File: src/rtl/ckdiv_glitchfree.sv
// Glitch-free programmable clock divider: registered out_clk whose ratio, start and stop
// are adopted only on a full output-period boundary.
module ckdiv_glitchfree #(
  parameter int unsigned DIV_W    = 8,
  parameter bit          ODD_HIGH = 1'b1
) (
  input  logic             CLK,
  input  logic             RST,
  input  logic             en,
  input  logic [DIV_W-1:0] div,
  output logic             out_clk,
  output logic             active,
  output logic [DIV_W-1:0] cur_div,
  output logic             switch_ack
);

  typedef enum logic {IDLE, RUN} state_e;

  state_e           state_q, state_d;
  logic [DIV_W-1:0] cnt_q, cnt_d;
  logic [DIV_W-1:0] cur_div_q, cur_div_d;
  logic             out_clk_q, out_clk_d;
  logic             active_q, active_d;
  logic             ack_q, ack_d;

  logic             req_valid_c;
  logic             boundary_c;
  logic [DIV_W-1:0] req_div_c;
  logic [DIV_W-1:0] cnt_inc_c;
  logic [DIV_W-1:0] high_len_c;

  assign req_valid_c = en && (div != '0);
  assign req_div_c   = (div == DIV_W'(1)) ? DIV_W'(2) : div;
  assign cnt_inc_c   = cnt_q + DIV_W'(1);
  // Odd ratios: the spare cycle goes to the high phase only when ODD_HIGH is set.
  assign high_len_c  = (cur_div_q >> 1) + DIV_W'(cur_div_q[0] & ODD_HIGH);
  assign boundary_c  = (cnt_q == cur_div_q - DIV_W'(1));

  always_comb begin
    state_d   = state_q;
    cnt_d     = cnt_q;
    cur_div_d = cur_div_q;
    out_clk_d = out_clk_q;
    active_d  = active_q;
    ack_d     = 1'b0;
    case (state_q)
      IDLE: begin
        out_clk_d = 1'b0;
        if (req_valid_c) begin
          state_d   = RUN;
          cnt_d     = '0;
          cur_div_d = req_div_c;
          out_clk_d = 1'b1;
          active_d  = 1'b1;
          ack_d     = 1'b1;
        end
      end
      RUN: begin
        if (!boundary_c) begin
          cnt_d     = cnt_inc_c;
          out_clk_d = (cnt_inc_c < high_len_c);
        end else if (req_valid_c) begin
          cnt_d     = '0;
          out_clk_d = 1'b1;
          cur_div_d = req_div_c;
          ack_d     = (req_div_c != cur_div_q);
        end else begin
          state_d   = IDLE;
          cnt_d     = '0;
          out_clk_d = 1'b0;
          cur_div_d = '0;
          active_d  = 1'b0;
          ack_d     = 1'b1;
        end
      end
      default: begin
        state_d = IDLE;
      end
    endcase
  end

  always_ff @(posedge CLK or posedge RST) begin
    if (RST) begin
      state_q   <= IDLE;
      cnt_q     <= '0;
      cur_div_q <= '0;
      out_clk_q <= 1'b0;
      active_q  <= 1'b0;
      ack_q     <= 1'b0;
    end else begin
      state_q   <= state_d;
      cnt_q     <= cnt_d;
      cur_div_q <= cur_div_d;
      out_clk_q <= out_clk_d;
      active_q  <= active_d;
      ack_q     <= ack_d;
    end
  end

  assign out_clk    = out_clk_q;
  assign active     = active_q;
  assign cur_div    = cur_div_q;
  assign switch_ack = ack_q;

endmodule

File: config.mk
export PLATFORM = sky130hd
export DESIGN_NAME = ckdiv_glitchfree
export DESIGN_NICKNAME = d
export VERILOG_FILES = /design/src/rtl/ckdiv_glitchfree.sv
export SDC_FILE = /design/constraint.sdc
export NUM_CORES = 1
export LEC_CHECK = 0
export ABC_AREA = 0
export ABC_CLOCK_PERIOD_IN_PS = 3000
export CAP_MARGIN = 20
export CORE_MARGIN = 8
export CORE_UTILIZATION = 55
export CTS_BUF_LIST = sky130_fd_sc_hd__clkbuf_2
export DETAILED_ROUTE_END_ITERATION = 8
export PLACE_DENSITY_LB_ADDON = 0.08
export SLEW_MARGIN = 5
export SYNTH_ARGS = -nofsm -noshare
export SYNTH_HDL_FRONTEND = slang
export SYNTH_SLANG_ARGS = --single-unit
File: constraint.sdc
create_clock -name CLK -period 3 [get_ports CLK]
set_input_delay 0.75 -clock CLK [delete_from_list [all_inputs] [get_ports CLK]]
set_output_delay 0.75 -clock CLK [all_outputs]
set_load 0.05 [all_outputs]
==> run_results.csv <==
group,metric,value,unit
floorplanning,initial_core_util,0.555,
setup_path,path_class,"reg -> out",
setup_path,path_cells,"clkdlybuf4s50_1",
clock_network,cts_hold_buf,0,
hold_path,hold_end,"active",
routing,first_iter_violations,71,
sta,skew,0.0111,ns
clock_network,cts_max_level,1,
synthesis,ys_seq_area_frac,0.305,
setup_path,r2r-end,"out_clk",
placed_design,gp_congestion,0.839,
synthesis,synthTopCellsByArea,"dfrtp_1 (31%), xnor2_1 (9.6%), ha_1 (8.4%), a32o_1 (6.7%), xor2_1 (4.8%)",
setup_path,reg2reg_depth,9,
sta,finalSetupViolCount,0,
routing,drt-vias-per-instance,5.91,
finish,final_cells,216,
global_routing,gr-usage-all-layers,0.154,
sta,grt_setup_unrepaired,"false",
clock_network,post_cts_resized,0,
setup_path,crit_slowest_cell,"clkdlybuf4s50_1",
finish,drive_gt1_frac,0.0710,
synthesis,syn_inst,171,
setup_path,worstSetupStartpointType,"register",
placed_design,pre_cts_ws,0.435,ns
placed_design,dp_hpwl,2820,um
power_and_ir_drop,p_leak,0.768,nW
sta,hold_viol,0,
global_routing,antenna_found_initial,0,
setup_path,required,2.25,ns
floorplanning,core.rowCount,20,
clock_network,clkTransAtPathRegs,0.19,ns
synthesis,netlist_area,1640,um2
routing,ant_nets,0,
hold_path,hold_class,"reg -> reg",
power_and_ir_drop,power,0.415,mW
synthesis,synth_edf_count,0,
routing,first_pass_iters,4,
routing,wirelength,3650,um
clock_network,post_cts_buffers,0,
run,max-cap-violations,0,
global_routing,grt_start_max_net_pins,21,
power_and_ir_drop,power_density,229,nW/um2
synthesis,ys_seq_elements,20,
sta,tns,0,ns
finish,diodes,0,
sta,report.final.slew_viol_count,0,
global_routing,overflow,0,
synthesis,postSynthAreaPerCell,9.59,um2
sta,setup_slack,0.232,ns
synthesis,synth_common_cells,"dfrtp_1 (20), xnor2_1 (18), nand2_1 (12), a32o_1 (11), ha_1 (11)",
synthesis,ys.flop_type,"dfrtp_1",
clock_network,numCtsBuffers,3,
clock_network,cts_max_path_buffers,2,
sta,whs,0.590,ns
placed_design,numPortBuffers,21,
clock_network,cts.sinks,20,
global_routing,grt_pass1_wl,6250,um
synthesis,synth_cell_types,39,
synthesis,yosysMostFrequentCell,"dfrtp_1",
sta,fin_crit_sh,0.923,
sta,fmax,0.361,GHz
placed_design,dp_cells,213,
synthesis,synth_top_cell_by_area,"dfrtp_1",
sta,slew_headroom,0.489,
setup_path,r2r-start,"cur_div[2]",
synthesis,synthArstFlopShare,1.00,
setup_path,cp_data_arrival_time,2.02,ns
routing,drc_errors,0,
global_routing,grt_pass1_vias,1339,
setup_path,regToRegSetupSlack,0.46,ns
sta,tightest_slew,0.766,ns
clock_network,clock_latency,0.32,ns
finish,area_delta_synth_final,10.7,%
synthesis,synth_nets,193,
setup_path,worst-path-max-fanout,12,
routing,via_count,1276,
setup_path,slowest_delay,0.93,ns
floorplanning,fp.dieW,70.6,um
floorplanning,pin_count,22,
power_and_ir_drop,peakVddDrop,0.179,mV
hold_path,hold_depth,2,
synthesis,synth_top_cell_area_share,0.305,
floorplanning,fp.dieH,70.6,um
setup_path,path_delay_family,"buffers and inverters",
finish,fin_nets,207,
hold_path,min-delay-start,"active",
routing,wire_per_inst,16.9,um
clock_network,cts_root_buf,"clkbuf_2",
floorplanning,core,2950,um2
sta,fin_crit,2.77,ns
setup_path,cp.buffers_inverters,1,
synthesis,yosysWarningCount,0,
clock_network,cts_tree,"built",
setup_path,cp-end-kind,"output pin",
floorplanning,dieArea,4980,um2
run_status,run_status,"completed",
## worst register-to-register path, stage by stage (launching register included)
cell and delay (ns):
dfrtp_1 0.78, ha_1 0.29, and3_1 0.21, nand3_1 0.10
xor2_1 0.17, ha_1 0.31, a21o_1 0.17, a21oi_1 0.17
o21ai_0 0.13, o21ai_0 0.17
## final cells by class
| cell class | instances | area (um2) |
|---|---|---|
| well taps | 33 | 41.3 |
| fillers | 271 | 1140 |
| repair buffers | 21 | 210 |
| inverters | 5 | 18.8 |
| flip-flops and latches | 20 | 500 |
| multi-input cells | 134 | 1030 |
| clock buffers | 3 | 15.0 |
## power breakdown
group / total, mW / switching, mW / leakage [nW] / internal (mW)
Clock: 0.110 / 0.0829 / 0.0125 / 0.0273
Combinational: 0.0350 / 0.0182 / 0.496 / 0.0168
Sequential: 0.270 / 0.0000000000000000703 / 0.259 / 0.270
## state kept, by name, indices dropped and copies added, names as in the netlist
register,cells
cnt_q,8
active,1
out_clk,1
cur_div,8
switch_ack,1
state_q,1
## kinds of logic (layout without fill, tap and decap cells)
logic type,Yosys count,after routing,synth area share
AO/OA/AOI/OAI,43,43,0.200
adder cells (fa/ha/maj),11,11,0.0840
AND/OR/NAND/NOR,52,52,0.193
flip-flops,20,20,0.305
buffers and inverters,17,29,0.0672
multiplexers,1,1,0.00611
XOR/XNOR,27,27,0.144
## worst max path at each step
stage | from | endpoint | slack [ns] | depth (start not counted)
floorplan | cur_div[0] | out_clk | 0.59 | 10
global placement | div[7] | cnt_q[7] | 0.49 | 6
detailed placement | div[4] | cnt_q[1] | 0.43 | 6
CTS | cur_div[2] | cur_div[2] | 0.22 | 1
global route | cur_div[2] | cur_div[2] | 0.15 | 1
finish | cur_div[2] | cur_div[2] | 0.23 | 1
## cells in the final DEF (no fill, tap or decap)
cell type / instances
nand3_1: 9
mux2i_1: 1
o2bb2ai_1: 2
xnor2_1: 18
a41oi_1: 1
or2_2: 1
dfrtp_1: 20
nor2b_1: 2
o31a_2: 1
or2b_1: 1
nor3_1: 1
a31oi_1: 1
nor4_1: 1
clkbuf_2: 3
nor2_4: 1
nor4_4: 3
o21ai_2: 1
a32o_1: 11
nor2_1: 10
xor2_1: 9
or2_4: 1
nand4_1: 3
a21oi_1: 10
inv_1: 5
a211oi_1: 1
and3_1: 3
a31o_4: 1
a21boi_0: 1
clkdlybuf4s50_1: 21
o21ai_0: 6
nand2_4: 1
a21o_1: 4
o21bai_1: 2
nand2b_1: 3
o31a_1: 1
ha_1: 11
nand2_1: 12
## per-layer routing
layer  global-route usage  vias to the layer above  wire [um]
met3               0.0367                        4        189
li1                     -                      639          -
met1                0.197                      599       1690
met5                    0                        -          0
met2                0.247                       34       1740
met4               0.0485                        0         25
## metrics by stage
step	util	area (um2)
CTS	0.614	1810
finish	0.614	1810
global placement	0.609	1800
floorplan	-	1640
global route	0.614	1810
detailed placement	0.609	1800
Power figures use the tool's default switching activity.
